$ cat src/rtl/uart_pkg.sv
// Shared definitions for the UART transmit arbiter slice.
//   FRAME_BITS  : bits per 8N1 frame (start + 8 data + stop)
//   arb_state_t : arbiter FSM states
//   bit_period(): CLK cycles per serial bit, truncated
package uart_pkg;

  localparam int unsigned FRAME_BITS = 10;

  typedef enum logic [1:0] {
    IDLE = 2'd0,
    LOAD = 2'd1,
    SEND = 2'd2
  } arb_state_t;

  function automatic int unsigned bit_period(input int unsigned clk_hz,
                                             input int unsigned baud);
    return clk_hz / baud;
  endfunction

endpackage

$ cat src/rtl/uart_tx_serializer.sv
// 8N1 serializer: start bit (0), DATA LSB first, one stop bit (1); each bit
// lasts BIT_PERIOD cycles.
//   CLK    : system clock, posedge
//   RESETN : asynchronous active-low reset; TX returns high immediately
//   START  : accepted only while idle; DATA is captured on the same edge and
//            TX drops to the start bit right after it
//   DATA   : byte to send
//   TX     : serial line, idles high
//   DONE   : one-cycle pulse during the last cycle of the stop bit
module uart_tx_serializer
  import uart_pkg::*;
#(
  parameter int unsigned BIT_PERIOD = 1250
) (
  input  logic       CLK,
  input  logic       RESETN,
  input  logic       START,
  input  logic [7:0] DATA,
  output logic       TX,
  output logic       DONE
);

  localparam int unsigned BAUD_W = (BIT_PERIOD > 2) ? $clog2(BIT_PERIOD) : 1;
  localparam logic [BAUD_W-1:0] BAUD_LAST = BAUD_W'(BIT_PERIOD - 1);
  localparam logic [3:0] BIT_LAST = 4'(FRAME_BITS - 1);

  logic              active;
  logic [3:0]        bit_cnt;
  logic [BAUD_W-1:0] baud_cnt;
  logic [8:0]        shreg;
  logic              tx_q;
  logic              bit_end;

  assign bit_end = active && (baud_cnt == BAUD_LAST);
  // Combinational so the arbiter can leave SEND on the very edge that ends
  // the stop bit; this is what makes the inter-frame gap a single cycle.
  assign DONE    = bit_end && (bit_cnt == BIT_LAST);
  assign TX      = tx_q;

  // bit_cnt: 0 = start, 1..8 = data, 9 = stop. shreg holds the remaining
  // data bits with the stop bit parked above them.
  always_ff @(posedge CLK or negedge RESETN) begin
    if (!RESETN) begin
      active   <= 1'b0;
      bit_cnt  <= '0;
      baud_cnt <= '0;
      shreg    <= '0;
      tx_q     <= 1'b1;
    end else if (!active) begin
      if (START) begin
        active   <= 1'b1;
        tx_q     <= 1'b0;
        shreg    <= {1'b1, DATA};
        bit_cnt  <= '0;
        baud_cnt <= '0;
      end
    end else if (bit_end) begin
      baud_cnt <= '0;
      if (DONE) begin
        active <= 1'b0;
        tx_q   <= 1'b1;
      end else begin
        tx_q    <= shreg[0];
        shreg   <= {1'b1, shreg[8:1]};
        bit_cnt <= bit_cnt + 4'd1;
      end
    end else begin
      baud_cnt <= baud_cnt + 1'b1;
    end
  end

endmodule

$ cat src/rtl/uart_tx_arbiter.sv
// Round-robin arbiter with packet locking in front of one 8N1 TX line.
//   CLK       : system clock, posedge
//   RESETN    : asynchronous active-low reset
//   REQ_VALID : per-requester byte valid
//   REQ_DATA  : requester i byte at [8i+7:8i]
//   REQ_LAST  : byte closes the packet
//   REQ_READY : handshake, equals GRANT only while in LOAD
//   GRANT     : one-hot line owner, zero when idle
//   BUSY      : arbiter not idle
//   ABORT     : one-cycle pulse when a stalled packet loses its lock
//   TX        : serial output, idles high
module uart_tx_arbiter
  import uart_pkg::*;
#(
  parameter int unsigned NUM_REQ       = 4,
  parameter int unsigned BAUD_RATE     = 9600,
  parameter int unsigned CLOCK_FREQ_HZ = 12000000,
  parameter int unsigned LOCK_TIMEOUT  = 65535
) (
  input  logic                 CLK,
  input  logic                 RESETN,
  input  logic [NUM_REQ-1:0]   REQ_VALID,
  input  logic [8*NUM_REQ-1:0] REQ_DATA,
  input  logic [NUM_REQ-1:0]   REQ_LAST,
  output logic [NUM_REQ-1:0]   REQ_READY,
  output logic [NUM_REQ-1:0]   GRANT,
  output logic                 BUSY,
  output logic                 ABORT,
  output logic                 TX
);

  localparam int unsigned BIT_PERIOD = bit_period(CLOCK_FREQ_HZ, BAUD_RATE);
  localparam int unsigned PTR_W      = (NUM_REQ > 1) ? $clog2(NUM_REQ) : 1;
  localparam int unsigned TO_W       = (LOCK_TIMEOUT > 1) ? $clog2(LOCK_TIMEOUT) : 1;
  localparam bit          TO_EN      = (LOCK_TIMEOUT > 0);
  localparam logic [TO_W-1:0]  TO_LAST  = TO_W'((LOCK_TIMEOUT > 0) ? LOCK_TIMEOUT - 1 : 0);
  localparam logic [PTR_W-1:0] PTR_INIT = PTR_W'(NUM_REQ - 1);
  localparam logic [NUM_REQ-1:0] ONE    = NUM_REQ'(1);

  if (BIT_PERIOD < 2) begin : g_bad_baud
    $error("uart_tx_arbiter: CLOCK_FREQ_HZ / BAUD_RATE must be at least 2");
  end
  if (NUM_REQ < 2 || NUM_REQ > 8) begin : g_bad_num_req
    $error("uart_tx_arbiter: NUM_REQ must be within 2..8");
  end

  arb_state_t         state_q, state_d;
  logic [NUM_REQ-1:0] grant_q, grant_d;
  logic [PTR_W-1:0]   ptr_q, ptr_d;
  logic [PTR_W-1:0]   gidx_q, gidx_d;
  logic               last_q, last_d;
  logic [TO_W-1:0]    to_cnt_q, to_cnt_d;
  logic               abort_q, abort_d;

  logic               sel_found;
  logic [PTR_W-1:0]   sel_idx;
  logic [PTR_W-1:0]   cand_idx;
  logic               valid_g;
  logic               last_g;
  logic               ser_start;
  logic [7:0]         ser_data;
  logic               ser_done;

  // First valid requester strictly after ptr, wrapping; ptr itself is
  // checked last so the previous owner has the lowest priority.
  always_comb begin
    sel_found = 1'b0;
    sel_idx   = '0;
    cand_idx  = '0;
    for (int unsigned k = 1; k <= NUM_REQ; k++) begin
      cand_idx = PTR_W'((32'(ptr_q) + k) % NUM_REQ);
      if (!sel_found && REQ_VALID[cand_idx]) begin
        sel_found = 1'b1;
        sel_idx   = cand_idx;
      end
    end
  end

  always_comb begin
    ser_data = '0;
    for (int unsigned i = 0; i < NUM_REQ; i++) begin
      if (gidx_q == PTR_W'(i)) ser_data = REQ_DATA[8*i +: 8];
    end
  end

  assign valid_g = |(REQ_VALID & grant_q);
  assign last_g  = |(REQ_LAST & grant_q);

  always_comb begin
    state_d   = state_q;
    grant_d   = grant_q;
    ptr_d     = ptr_q;
    gidx_d    = gidx_q;
    last_d    = last_q;
    to_cnt_d  = to_cnt_q;
    abort_d   = 1'b0;
    ser_start = 1'b0;
    unique case (state_q)
      IDLE: begin
        if (sel_found) begin
          grant_d = ONE << sel_idx;
          gidx_d  = sel_idx;
          state_d = LOAD;
        end
      end
      LOAD: begin
        if (valid_g) begin
          // The byte itself is captured by the serializer on this edge.
          last_d    = last_g;
          ser_start = 1'b1;
          to_cnt_d  = '0;
          state_d   = SEND;
        end else if (TO_EN) begin
          if (to_cnt_q == TO_LAST) begin
            abort_d  = 1'b1;
            ptr_d    = gidx_q;
            grant_d  = '0;
            to_cnt_d = '0;
            state_d  = IDLE;
          end else begin
            to_cnt_d = to_cnt_q + 1'b1;
          end
        end
      end
      SEND: begin
        if (ser_done) begin
          if (last_q) begin
            ptr_d   = gidx_q;
            grant_d = '0;
            state_d = IDLE;
          end else begin
            state_d = LOAD;
          end
        end
      end
      default: begin
        grant_d = '0;
        state_d = IDLE;
      end
    endcase
  end

  always_ff @(posedge CLK or negedge RESETN) begin
    if (!RESETN) begin
      state_q  <= IDLE;
      grant_q  <= '0;
      ptr_q    <= PTR_INIT;
      gidx_q   <= '0;
      last_q   <= 1'b0;
      to_cnt_q <= '0;
      abort_q  <= 1'b0;
    end else begin
      state_q  <= state_d;
      grant_q  <= grant_d;
      ptr_q    <= ptr_d;
      gidx_q   <= gidx_d;
      last_q   <= last_d;
      to_cnt_q <= to_cnt_d;
      abort_q  <= abort_d;
    end
  end

  assign GRANT     = grant_q;
  assign REQ_READY = (state_q == LOAD) ? grant_q : '0;
  assign BUSY      = (state_q != IDLE);
  assign ABORT     = abort_q;

  uart_tx_serializer #(
    .BIT_PERIOD (BIT_PERIOD)
  ) u_ser (
    .CLK    (CLK),
    .RESETN (RESETN),
    .START  (ser_start),
    .DATA   (ser_data),
    .TX     (TX),
    .DONE   (ser_done)
  );

endmodule
$ cat config.mk
export PLATFORM = sky130hd
export DESIGN_NAME = uart_tx_arbiter
export DESIGN_NICKNAME = d
export VERILOG_FILES = /design/src/rtl/uart_pkg.sv /design/src/rtl/uart_tx_serializer.sv /design/src/rtl/uart_tx_arbiter.sv
export SDC_FILE = /design/constraint.sdc
export NUM_CORES = 1
export LEC_CHECK = 0
export CAP_MARGIN = 40
export CORE_MARGIN = 3
export CORE_UTILIZATION = 55
export CTS_BUF_LIST = sky130_fd_sc_hd__clkbuf_2
export CTS_CLUSTER_SIZE = 28
export DETAILED_ROUTE_END_ITERATION = 10
export HOLD_SLACK_MARGIN = 0.12
export PLACE_DENSITY = 0.82
export SETUP_SLACK_MARGIN = 0.3
export SLEW_MARGIN = 20
export SYNTH_ARGS = -nofsm -noshare
export SYNTH_HDL_FRONTEND = slang
export SYNTH_HIERARCHICAL = 1
export SYNTH_SLANG_ARGS = --single-unit
export TNS_END_PERCENT = 5
$ cat constraint.sdc
create_clock -name CLK -period 2.8 [get_ports CLK]
set_input_delay 0.42 -clock CLK [delete_from_list [all_inputs] [get_ports CLK]]
set_output_delay 0.42 -clock CLK [all_outputs]
set_load 0.05 [all_outputs]
==> out/metrics.cfg <==
[status]
status = finished clean

[power_and_ir_drop]
power_frac_clock_pct = 10.5
seqPwrFrac_pct = 45.2
switching_power_uw = 1350
p_int_uw = 1710
peakVddDrop_mv = 0.671
switching_share_pct = 44.1
p_leak_uw = 0.00152
combPwrFrac_pct = 44.3
power.density_mw_per_mm2 = 786

[setup_path]
crit_path_max_incr_delay_ps = 530
r2r_cells = 8
path_class = flop to flop
cp.required_ps = 3200
start_kind = flop
critPathArrivalTime_ps = 2730
crit_fanout = 8
cpMaxStageDelayCell = dfrtp_1
crit_chain = ha_1, nand4bb_4, or4_4, nor3_4, a21oi_1, o22ai_1, a31oi_1, a32o_1
setup.worst_path.end_class = flop

[global_route]
grt_pass1_wl_um = 13300
overflow = 0
grt_pass1_vias = 2711
antenna_found_initial = 0
grt_use_total_pct = 23.0
grt_max_degree = 31

[synthesis]
netlist_instances = 335
ys.flop_type = dfrtp_1
post_synth.cell_area_avg_um2 = 9.73
ys_seq_elements = 54
seq_area_frac_synth_pct = 41.6
yosysWarnings = 6
synth_async_sr_flop_share_pct = 100
synth_edf_count = 0
synth_nets = 383
yosysUniqueCellTypes = 56
synth.cell_area_mm2 = 0.00326

[worst_hold_path]
min_path_type = input pin to asynchronous set/reset pin

[sta]
period_share_pct = 83.2
drv_slew = 0
fin_ws_ps = 469
finClkSkew_ps = 12.9
setup_viol_count_final = 0
hold_violations = 0
worst_pin_slew_ps = 672
max_slew_margin_pct = 55.2
fin_setup_tns_ps = 0
fin_crit_ps = 2330
max_freq_mhz = 429
grt_setup_unrepaired = yes

[drt]
routedWlPerCell_um = 17.1
drc_errors = 0
drtPass1Iterations = 5
viasPerCell = 6.40
drt-total-wl_um = 7850
drt_iter0_markers = 245
vias = 2930
postRouteAntennaNets = 0

[cts]
cts_made_buffers = 5
path_clk_slew_ps = 280
insertion_delay_ps = 460
cts_tree = built
cts.path.max_buffers = 2
cts_root_buffer = clkbuf_2
cts_sinks = 54
htreeDepth = 2
cts_setup_buffers = 0

[finish]
n_fill_cell = 442
regArea_mm2 = 0.00136
fin_nets = 433
instances_no_fill = 458
syn_to_final_growth_pct = 19.6
multi_input_comb_area_mm2 = 0.00180
final_layout_size_suffix_gt1_share_pct = 14.2
diodes = 0

[floorplan]
core_area_mm2 = 0.00561
die_w_um = 83.0
initial_core_util_pct = 58.1
die_y_um = 83.0
rows = 27
die_area_mm2 = 0.00689
ios = 53

[placed_design]
place.gp.congestion = 0.871
post-place-ws_ps = 123
port_buffers = 52
dp_hpwl_um = 5710
dp_cells = 449

[flow_run]
drv_cap = 0

## what timing repair did
action,CTS,global route
gates resized for setup,3,3
endpoints found under the setup margin,7,7
hold buffers,1,0
endpoints found under the hold margin,26,0
## final timing paths
check	from	slack, ps	end
max	u_ser/baud_cnt[0]$_DFFE_PN0P_	470	GRANT[0]$_DFFE_PN0P_
min	RESETN	490	u_ser/active$_DFF_PN0_
max reg2reg	u_ser/baud_cnt[0]$_DFFE_PN0P_	470	GRANT[0]$_DFFE_PN0P_
min reg2reg	u_ser/TX$_DFFE_PN1P_	510	u_ser/TX$_DFFE_PN1P_
max in group asynchronous	RESETN	1600	u_ser/TX$_DFFE_PN1P_
min in group CLK	u_ser/TX$_DFFE_PN1P_	510	u_ser/TX$_DFFE_PN1P_
## cells by family (layout without fill, tap and decap cells)
group | after synthesis | after routing | synth area share (%)
AO/OA/AOI/OAI | 81 | 81 | 17.4
XOR/XNOR | 2 | 2 | 0.538
adder cells (fa/ha/maj) | 6 | 6 | 2.30
buffers and inverters | 26 | 77 | 4.34
flip-flops | 54 | 54 | 41.6
multiplexers | 17 | 17 | 8.41
AND/OR/NAND/NOR | 149 | 149 | 25.5
## registers in the layout, indices dropped and copies added (netlist names)
signal          cells
gidx_q              2
last_q              1
GRANT               4
u_ser/TX            1
u_ser/baud_cnt     11
u_ser/bit_cnt       4
state_q             2
ABORT               1
u_ser/shreg         9
ptr_q               2
to_cnt_q           16
u_ser/active        1
## cell type report
class                   instances  area share (%)
clock inverters                 3           0.514
multi-input cells             255            46.1
flip-flops and latches         54            34.8
well taps                      72            2.31
clock buffers                   5           0.642
inverters                       8           0.770
repair buffers                 61            14.8
## layer usage
layer | track usage [%] | vias up | routed length [um]
li1 | - | 1398 | -
met1 | 32.2 | 1438 | 3520
met2 | 38.1 | 85 | 3950
met3 | 3.47 | 9 | 311
met4 | 4.90 | 0 | 66
met5 | 0 | - | 0
## cell usage after synthesis (all sizes together) (3+ instances only)
cell	n	area, um2
mux2	3	33.8
nor4	6	37.5
o211ai	5	37.5
mux2i	6	60.1
o31ai	3	22.5
and2	5	31.3
nor2	12	45.0
nand2	37	139
o21ai	12	60.1
dfstp	3	78.8
o221a	7	78.8
ha	6	75.1
or3	11	68.8
inv	8	30.0
clkbuf	9	35.0
nor3	9	45.0
a22oi	4	30.0
nand3	24	125
a31oi	26	163
nand4	10	62.6
nand3b	7	52.6
a22o	3	26.3
buf	9	76.3
and4	3	27.5
a21oi	8	40.0
nor2b	3	18.8
and3	6	38.8
or2	3	18.8
a41oi	3	26.3
dfrtp	51	1280
mux4	8	180
or4	4	38.8
## layout by cell type, fill, tap and decap left out, drive strengths merged, types with 3 or more instances in the layout
| master | n |
|---|---|
| or3 | 11 |
| a22oi | 4 |
| nand2 | 37 |
| a41oi | 3 |
| mux2i | 6 |
| buf | 13 |
| nor4 | 6 |
| dfstp | 3 |
| o221a | 7 |
| or2 | 3 |
| nor2 | 12 |
| and3 | 6 |
| o211ai | 5 |
| or4 | 4 |
| dfrtp | 51 |
| o31ai | 3 |
| nand3b | 7 |
| inv | 9 |
| ha | 6 |
| mux4 | 8 |
| a22o | 3 |
| and2 | 5 |
| clkbuf | 5 |
| nor2b | 3 |
| a21oi | 8 |
| o21ai | 12 |
| mux2 | 3 |
| clkdlybuf4s50 | 46 |
| and4 | 3 |
| nand4 | 10 |
| a31oi | 26 |
| nor3 | 9 |
| nand3 | 24 |
## worst max-delay path: cells and delay by family, from the launching register on
| kind | cells | cell delay (ps) |
|---|---|---|
| and+or+nand+nor | 3 | 910 |
| adders and majority gates | 1 | 250 |
| AOI/OAI and AO/OA | 4 | 590 |
| DFF | 1 | 530 |
## power groups by stage
stage | combinational (uW) | sequential (uW) | clock (uW)
after floorplan | 994 | 1320 | 0
after global placement | 1290 | 1380 | 0
after detailed placement | 1330 | 1390 | 0
after CTS | 1340 | 1370 | 332
after global routing | 1490 | 1440 | 368
final | 1360 | 1380 | 321
## metrics by stage
step / area, um2 / utilization [%] / hold slack [ps] / total power, uW
final: 3900 / 69.5 / 488 / 3060
after global routing: 3900 / 69.5 / 476 / 3300
after CTS: 3880 / 69.1 / 490 / 3040
after detailed placement: 3810 / 67.9 / 470 / 2710
after global placement: 3810 / 67.9 / 458 / 2670
after floorplan: 3260 / - / 124 / 2310
No activity file was read; power rests on OpenSTA's default activity.
